$ cat src/rtl/fc_pkg.sv
// rtl/fc_pkg.sv - shared types and defaults for the fully-connected layer front end
package fc_pkg;

   localparam int WIDTH_D = 8;
   localparam int IN_D    = 128;

   typedef logic [WIDTH_D-1:0]          act_t;
   typedef logic [$clog2(IN_D)-1:0]     idx_t;
   typedef logic [$clog2(IN_D+1)-1:0]   len_t;

   // A frame is malformed when s_last and the final slot do not coincide.
   function automatic logic len_mismatch(input logic last, input logic at_end);
      return last != at_end;
   endfunction

endpackage

$ cat src/rtl/fc_in_loader_if.sv
// rtl/fc_in_loader_if.sv - activation stream in, parallel frame out
interface fc_in_loader_if #(
   parameter int WIDTH = fc_pkg::WIDTH_D,
   parameter int IN    = fc_pkg::IN_D
);

   logic             s_valid;
   logic             s_ready;
   logic [WIDTH-1:0] s_data;
   logic             s_last;
   logic [WIDTH-1:0] x [0:IN-1];
   logic             x_valid;
   logic             x_ready;
   logic             err_len;

   modport master (
      output s_valid, s_data, s_last, x_ready,
      input  s_ready, x, x_valid, err_len
   );

   modport slave (
      input  s_valid, s_data, s_last, x_ready,
      output s_ready, x, x_valid, err_len
   );

endinterface

$ cat src/rtl/fc_in_bank.sv
// rtl/fc_in_bank.sv - one ping-pong bank: IN-entry register file with full/len state
// and a zero-masked parallel read port.
module fc_in_bank
   import fc_pkg::*;
#(
   parameter int WIDTH = WIDTH_D,
   parameter int IN    = IN_D,
   localparam int IW   = $clog2(IN),
   localparam int LW   = $clog2(IN + 1)
) (
   input  logic             clk,
   input  logic             rst_n,
   input  logic             wr_en,
   input  logic [IW-1:0]    wr_idx,
   input  logic [WIDTH-1:0] wr_data,
   input  logic             close,
   input  logic [LW-1:0]    close_len,
   input  logic             clear,
   output logic             full,
   output logic [LW-1:0]    len,
   output logic [WIDTH-1:0] rd [0:IN-1]
);

   logic [WIDTH-1:0] mem [0:IN-1];

   // Payload needs no reset: everything is masked until the bank is closed full.
   always_ff @(posedge clk) begin
      if (wr_en) begin
         mem[wr_idx] <= wr_data;
      end
   end

   always_ff @(posedge clk or negedge rst_n) begin
      if (!rst_n) begin
         full <= 1'b0;
         len  <= '0;
      end else begin
         if (clear) begin
            full <= 1'b0;
         end
         if (close) begin
            full <= 1'b1;
            len  <= close_len;
         end
      end
   end

   // Entries past len are stale from earlier frames and read back as padding zeros.
   always_comb begin
      for (int i = 0; i < IN; i++) begin
         rd[i] = (full && (i < int'(len))) ? mem[i] : '0;
      end
   end

endmodule

$ cat src/rtl/fc_in_loader.sv
// rtl/fc_in_loader.sv - packs a valid/ready activation stream into IN-wide frames,
// ping-pong buffered so one frame fills while the other is held for the layer.
module fc_in_loader
   import fc_pkg::*;
#(
   parameter int WIDTH = WIDTH_D,
   parameter int IN    = IN_D,
   localparam int IW   = $clog2(IN),
   localparam int LW   = $clog2(IN + 1)
) (
   input  logic           clk,
   input  logic           rst_n,
   fc_in_loader_if.slave  bus
);

   logic [IW-1:0]    idx_q;
   logic             wr_bank;
   logic             rd_bank;
   logic             err_q;

   logic             full0, full1;
   logic [LW-1:0]    len0, len1;
   logic [WIDTH-1:0] rd0 [0:IN-1];
   logic [WIDTH-1:0] rd1 [0:IN-1];

   logic             accept;
   logic             at_end;
   logic             close;
   logic             release_frame;
   logic [LW-1:0]    close_len;

   assign bus.s_ready   = !(wr_bank ? full1 : full0);
   assign bus.x_valid   = rd_bank ? full1 : full0;
   assign bus.err_len   = err_q;

   assign accept        = bus.s_valid && bus.s_ready;
   assign at_end        = (idx_q == IW'(IN - 1));
   assign close         = accept && (bus.s_last || at_end);
   assign release_frame = bus.x_valid && bus.x_ready;
   assign close_len     = LW'(idx_q) + LW'(1);

   fc_in_bank #(.WIDTH(WIDTH), .IN(IN)) u_bank0 (
      .clk       (clk),
      .rst_n     (rst_n),
      .wr_en     (accept && !wr_bank),
      .wr_idx    (idx_q),
      .wr_data   (bus.s_data),
      .close     (close && !wr_bank),
      .close_len (close_len),
      .clear     (release_frame && !rd_bank),
      .full      (full0),
      .len       (len0),
      .rd        (rd0)
   );

   fc_in_bank #(.WIDTH(WIDTH), .IN(IN)) u_bank1 (
      .clk       (clk),
      .rst_n     (rst_n),
      .wr_en     (accept && wr_bank),
      .wr_idx    (idx_q),
      .wr_data   (bus.s_data),
      .close     (close && wr_bank),
      .close_len (close_len),
      .clear     (release_frame && rd_bank),
      .full      (full1),
      .len       (len1),
      .rd        (rd1)
   );

   // An empty read bank already reads as zeros, so a plain mux keeps x zero while invalid.
   always_comb begin
      for (int i = 0; i < IN; i++) begin
         bus.x[i] = rd_bank ? rd1[i] : rd0[i];
      end
   end

   always_ff @(posedge clk or negedge rst_n) begin
      if (!rst_n) begin
         idx_q   <= '0;
         wr_bank <= 1'b0;
         rd_bank <= 1'b0;
         err_q   <= 1'b0;
      end else begin
         if (close) begin
            idx_q <= '0;
         end else if (accept) begin
            idx_q <= idx_q + IW'(1);
         end
         if (close) begin
            wr_bank <= !wr_bank;
         end
         if (release_frame) begin
            rd_bank <= !rd_bank;
         end
         err_q <= accept && len_mismatch(bus.s_last, at_end);
      end
   end

endmodule
$ cat src/flat_wrapper.sv
// flat-port wrapper written by rule: the top's interface ports become plain ports
module fc_in_loader_flat import fc_pkg::*;
#(
   parameter int WIDTH = WIDTH_D,
   parameter int IN    = IN_D,
   localparam int IW   = $clog2(IN),
   localparam int LW   = $clog2(IN + 1)
)
  (clk, rst_n, bus_s_valid, bus_s_data, bus_s_last, bus_x_ready, bus_s_ready, bus_x, bus_x_valid, bus_err_len);
  fc_in_loader_if #(.WIDTH(WIDTH), .IN(IN)) bus_i ();
  input  logic clk;
  input  logic rst_n;
  input wire logic [$bits(bus_i.s_valid)-1:0] bus_s_valid;
  input wire logic [$bits(bus_i.s_data)-1:0] bus_s_data;
  input wire logic [$bits(bus_i.s_last)-1:0] bus_s_last;
  input wire logic [$bits(bus_i.x_ready)-1:0] bus_x_ready;
  output wire logic [$bits(bus_i.s_ready)-1:0] bus_s_ready;
  output wire logic [$bits(bus_i.x)-1:0] bus_x;
  output wire logic [$bits(bus_i.x_valid)-1:0] bus_x_valid;
  output wire logic [$bits(bus_i.err_len)-1:0] bus_err_len;
  assign bus_i.s_valid = bus_s_valid;
  assign bus_i.s_data = bus_s_data;
  assign bus_i.s_last = bus_s_last;
  assign bus_i.x_ready = bus_x_ready;
  assign bus_s_ready = bus_i.s_ready;
  assign bus_x = {>>{bus_i.x}};
  assign bus_x_valid = bus_i.x_valid;
  assign bus_err_len = bus_i.err_len;
  fc_in_loader #(.WIDTH(WIDTH), .IN(IN)) u_core (.clk(clk), .rst_n(rst_n), .bus(bus_i));
endmodule
$ cat config.mk
export PLATFORM = sky130hd
export DESIGN_NAME = fc_in_loader_flat
export DESIGN_NICKNAME = d
export VERILOG_FILES = /design/src/rtl/fc_pkg.sv /design/src/rtl/fc_in_loader_if.sv /design/src/rtl/fc_in_bank.sv /design/src/rtl/fc_in_loader.sv /design/src/flat_wrapper.sv
export SDC_FILE = /design/constraint.sdc
export NUM_CORES = 2
export LEC_CHECK = 0
export CAP_MARGIN = 20
export CORE_AREA = 2 2 410 412
export DETAILED_ROUTE_END_ITERATION = 6
export DIE_AREA = 0 0 412 414
export GPL_TIMING_DRIVEN = 0
export HOLD_SLACK_MARGIN = 0.08
export PLACE_DENSITY = 0.71
export SLEW_MARGIN = 20
export SYNTH_ARGS = -nofsm -noshare
export SYNTH_HDL_FRONTEND = slang
export SYNTH_SLANG_ARGS = --single-unit
export TNS_END_PERCENT = 1
$ cat constraint.sdc
create_clock -name clk -period 2.7 [get_ports clk]
set_clock_uncertainty 0.05 [all_clocks]
set_input_delay 0.27 -clock clk [delete_from_list [all_inputs] [get_ports clk]]
set_output_delay 0.27 -clock clk [all_outputs]
set_load 0.05 [all_outputs]
; After elaboration in Yosys (flattened, before gate mapping)
; Memories as Yosys holds them, arrays and structs flattened.
; Index checks and enable logic that the tools add are counted.
[totals]
register_bits = 28
latchBits = 0
ramBits = 2048
rom_bits = 0
input_bits = 13
output_inout_bits = 1027
wordCells = 939
n_memories = 2
[mem_list]
columns = name, depth, word_bits, read_ports, rd_ports_with_merged_regs, write_ports, line_no
row1 = u_core.u_bank0.mem, 128, 8, 128, 0, 1, fc_in_bank.sv:24  ; logic [WIDTH-1:0] mem [0:IN-1];
row2 = u_core.u_bank1.mem, 128, 8, 128, 0, 1, fc_in_bank.sv:24
[classes]
add_sub_neg = 2
mul = 0
div_mod_pow = 0
n_lt_le_gt_ge = 256
n_eq_ne = 2
shift = 0
mux = 396
bitwise = 0
n_reduce_logical = 273
[op_table]
columns = operator, count
row1 = 8-bit 2-to-1 mux, 384
row2 = "7-bit by 8-bit less-than comparator with 1-bit output, first input constant", 128
row3 = "6-bit by 8-bit less-than comparator with 1-bit output, first input constant", 64
row4 = 1-bit logical AND, 266
row5 = "5-bit by 8-bit less-than comparator with 1-bit output, first input constant", 32
row6 = "4-bit by 8-bit less-than comparator with 1-bit output, first input constant", 16
row7 = "3-bit by 8-bit less-than comparator with 1-bit output, first input constant", 8
row8 = "1-bit by 8-bit less-than comparator with 1-bit output, first input constant", 4
row9 = "2-bit by 8-bit less-than comparator with 1-bit output, first input constant", 4
row10 = 7-bit 2-to-1 mux, 2
row11 = 1-bit 2-to-1 mux, 10
row12 = "7-bit by 1-bit adder with 8-bit output, second input constant", 1
row13 = "7-bit by 1-bit adder with 7-bit output, second input constant", 1
row14 = "7-bit equality test, second input constant", 1
row15 = 2-bit nonzero test, 3
row16 = 1-bit logical NOT, 3
row17 = 1-bit logical OR, 1
row18 = 1-bit != test, 1

; Logic depth before layout (Yosys ltp)
[logic_depth]
depth_word = 6
mapped_depth = 10
depth_no_buf = 7

; Hierarchy
; Synthesis repeated with hierarchy kept, for this count alone.
[unflattened]
cells_unflattened = 6217
hier_area_um2 = 92404.9
[by_module_without_submodules]
columns = module, instances, cells_per_inst, area_each_um2, seq_area_each_um2
row1 = fc_in_bank (u_core.u_bank0), 1, 2507, 39937.1, 30974.7
row2 = fc_in_bank (u_core.u_bank1), 1, 2503, 39660.5, 30974.7
row3 = fc_in_loader, 1, 1207, 12807.3, 250.2

; Worst setup path after synthesis
; Ideal clock, no wire load.
[synth_path]
kind = register to output
start = register u_core.u_bank0.len[3]
end = output port bus_x[296]
t_arrival_ns = 2.201
slack_ns = 0.179
path_stages_with_launch = 8
n_path_buf = 3
cell_sequence = dfrtp_1 -> clkbuf_1 -> buf_2 -> buf_2 -> o2111ai_1 -> nor2b_1 -> o21ai_0 -> a21oi_1
[synth_via]
elab_chain_cells = 4
[synth_rtl]
columns = element, line_no
row1 = from (decl), fc_in_bank.sv:20  ; output logic [LW-1:0] len,
row2 = from (signal assigned), fc_in_bank.sv:43  ; len <= close_len;
row3 = 7-bit by 8-bit less-than comparator with 1-bit output, fc_in_bank.sv:51  ; rd[i] = (full && (i < int'(len))) ? mem[i] : '0;
row4 = 1-bit logical AND, fc_in_bank.sv:51
row5 = 8-bit 2-to-1 mux, fc_in_bank.sv:51
row6 = 8-bit 2-to-1 mux, fc_in_loader.sv:73  ; bus.x[i] = rd_bank ? rd1[i] : rd0[i];
row7 = to (decl), flat_wrapper.sv:18  ; output wire logic [$bits(bus_i.x)-1:0] bus_x;
; No other way between the ends.

; Final worst setup path
[layout_path]
start = register u_core.idx_q[6]
end = memory u_core.u_bank0.mem[59][5] in the netlist's numbering (enable)
[layout_rtl]
columns = element, line_no
row1 = from (decl), fc_in_loader.sv:16  ; logic [IW-1:0] idx_q;
row2 = from (signal assigned), fc_in_loader.sv:87  ; idx_q <= idx_q + IW'(1);
row3 = to (decl), fc_in_bank.sv:24
; No word-level cell before the write port.

==> flow_summary.yaml <==
place:
  portBuffers: 1039
  placed_area_sq_um: 90720
  place_hpwl_um: 201800
  gp_congestion: 0.9991
run_status:
  violations: "DRC, setup timing"
  run_status: "complete, but fails checks"
die:
  core_area_sq_um: 166300
  rows: 150
  ios: 1040
  die_w_um: 412
  die_h_um: 414
  initial_core_util: 0.4588
  dieArea_sq_um: 170600
timing:
  fmax_ghz: 0.2857
  slew_headroom: 0.2175
  period_minus_slack_ps: 3500
  hold_violations: 0
  tightest_slew_ps: 1169
  rsz0062_at_grt: "true"
  slew_viol_final: 0
  setup_viol: 2956
  fin_crit_sh: 1.296
  fin_ws_ps: -800.0
  holdWs_ps: 375.4
run:
  drv_cap: 0
logic_synthesis:
  syn_area_per_cell_sq_um: 18.28
  ys_warn_count: 0
  synth_nets: 4188
  synth_enable_flop_cells: 2048
  synth_cells: 4173
  synthTopCellsByArea: "edfxtp_1 81%, a22o_1 11%, nor2_1 1.8%, a21oi_1 1.2%, dfrtp_1 0.92%"
  yosys_most_used_dff: "edfxtp_1"
  seq_area_frac_synth: 0.8154
  ys_ff_latch: 2076
  syn_area_sq_um: 76290
  synthTopCellsByCount: "2,048 x edfxtp_1, 992 x a22o_1, 358 x nor2_1, 180 x a21oi_1, 120 x nand2_1"
  synth_largest_area_cell: "edfxtp_1"
  synthMostInstantiatedCell: "edfxtp_1"
  async_flop_share: 0.01349
  synth_top_area_share: 0.8062
  ys_types: 67
power:
  p_per_area_nw_per_um2: 968.8
  leakage_nw: 34.69
  p_total_mw: 96.92
  power_frac_seq: 0.371
  netSwitchingPower_mw: 37.55
  clkPwrFrac: 0.277
  power.internal_mw: 59.37
  vdd_drop_max_mv: 0.7416
  pwr-share-comb: 0.352
  swShare: 0.3875
routing:
  drt_iter0_markers: 5916
  detail-route-antenna-nets: 0
  met1_length_um: 103200
  route.met2.wl_um: 134300
  wl_um: 290400
  drc_errors: 24
  vias: 49750
  first_pass_iters: 7
  dr_wl_met3_um: 32980
  vias_per_cell: 6.174
  wire_per_inst_um: 36.04
  highest_layer: "met5"
grt:
  grt_max_degree: 111
  grt_util_all_layers: 0.3277
  antenna_found_initial: 11
  grt_overflow: 0
  first_global_vias: 46910
  grt_pass1_wl_um: 382800
clock_network:
  cts_tree: "yes"
  clkTransAtPathRegs_ps: 70
  cts_buffers: 199
  htree_levels: 4
  cts_sinks: 2076
  clk_latency_ps: 890
  clock-root-buffer: "clkbuf_16"
  clock_path_buffers: 3
final_layout:
  syn_to_final_growth_pct: 31.13
  fin_area_sq_um: 100000
  fin_util: 0.6016
  drive_gt1_frac: 0.3686
  nets: 5703
worst_setup_path:
  cp_common_cell: "nor2_1"
  path_cells: "clkbuf_1 -> nor2_1 -> nand2_1 -> buf_1 -> nor2_1"
  crit_fanout: 10
  critPathArrivalTime_ps: 3950
  crit_slowest_cell: "buf_1"
  end_kind: "flip-flop"
  setup.worst_path.class: "flip-flop to flip-flop"
  required_ps: 3150
  critPathLaunchType: "flip-flop"
  max_stage_delay_ps: 880
min_path:
  hp-class: "input port to flip-flop"
routing by layer:
layer | vias up | track usage
met2 | 3261 | 0.5160
li1 | 20320 | -
met1 | 25440 | 0.4002
met5 | - | 0.005936
met3 | 728 | 0.1071
met4 | 6 | 0.1780
power by group through the flow:
stage | combinational, mW | clock (mW) | sequential, mW
CTS | 31.4 | 26.9 | 35.9
detailed placement | 30.0 | 0 | 36.5
global placement | 29.4 | 0 | 37.0
global route | 34.5 | 28.1 | 36.0
finish | 34.1 | 26.9 | 36.0
floorplan | 16.4 | 0 | 36.5
flip-flops by register name (all words and copies together) (netlist names):
name,flops
u_core.bus.err_len,1
u_core.idx_q,7
u_core.rd_bank,1
u_core.u_bank0.full,1
u_core.u_bank0.len,8
u_core.u_bank0.mem,1024
u_core.u_bank1.full,1
u_core.u_bank1.len,8
u_core.u_bank1.mem,1024
u_core.wr_bank,1
cells in the final DEF (no fill, tap or decap), types with 41 or more instances in the layout:
cell | netlist | final
a22o_1 | 992 | 976
nand2_1 | 120 | 98
a21oi_4 | 0 | 159
edfxtp_1 | 2048 | 2048
clkdlybuf4s15_2 | 0 | 101
clkbuf_1 | 80 | 71
nor2_4 | 0 | 71
buf_4 | 4 | 149
buf_12 | 0 | 131
clkbuf_16 | 0 | 203
buf_2 | 40 | 316
buf_6 | 0 | 50
nor2_1 | 358 | 211
a21oi_1 | 180 | 41
clkbuf_2 | 0 | 559
nor2_2 | 3 | 79
clkinv_1 | 1 | 52
cell families (layout without fill, tap and decap cells):
family                     after synthesis  in the layout  share of synthesized area
DFF                                   2076           2076                     0.8154
other                                    0              1                          0
and+or+nand+nor                        594            594                    0.03292
xor gates and xnor gates                 5              5                  0.0005740
adders and majority gates                2              2                  0.0003280
muxes                                    3              3                  0.0004100
AOI/OAI and AO/OA                     1348           1349                     0.1424
buffers and inverters                  145           1823                   0.007987
worst paths after layout:
kind                       cells after the start                         to  slack [ps]             from
setup / recovery                               5  u_core.u_bank0.mem[59][5]        -800  u_core.idx_q[6]
min in group asynchronous                      4            u_core.idx_q[1]         490            rst_n
setup reg to reg                               5  u_core.u_bank0.mem[59][5]        -800  u_core.idx_q[6]
hold / removal                                 2  u_core.u_bank1.mem[94][7]         380    bus_s_data[7]
max in group asynchronous                      4             u_core.rd_bank        1870            rst_n
hold reg to reg                                2            u_core.idx_q[6]         570  u_core.idx_q[6]
final cells by class:
| class | instances | area, sq um |
|---|---|---|
| diodes | 1 | 2.502 |
| plain buffers | 125 | 1045 |
| clock buffers | 252 | 5200 |
| clock inverters | 113 | 1021 |
| fillers | 12320 | 66250 |
| inverters | 13 | 56.30 |
| multi-input cells | 1953 | 17150 |
| flip-flops and latches | 2076 | 62210 |
| well taps | 2204 | 2758 |
| repair buffers | 1320 | 10590 |
what timing repair did:
item	CTS	global route
endpoints found under the setup margin	3009	3052
resized for setup	2470	2402
pin swaps	39	122
buffers inserted	64	154
endpoints found under the hold margin	519	0
hold buffers	11	0
cloned	0	4
through the flow:
step | setup WS [ps] | instances | setup TNS (ps)
global route | -791.0 | 8056 | -1575230
CTS | -1222 | 7903 | -2214650
floorplan | 178.8 | 4173 | 0
finish | -800.0 | 8057 | -1465280
global placement | -7948 | 7416 | -
detailed placement | -2152 | 7464 | -3474070
worst max-delay path: cells and delay by family, from the launching register on:
family / cells / cell delay, ps
buf+inv: 2 / 1420
flops: 1 / 340
simple gates: 3 / 1280
Note: power is estimated with default switching activity, not from simulation.
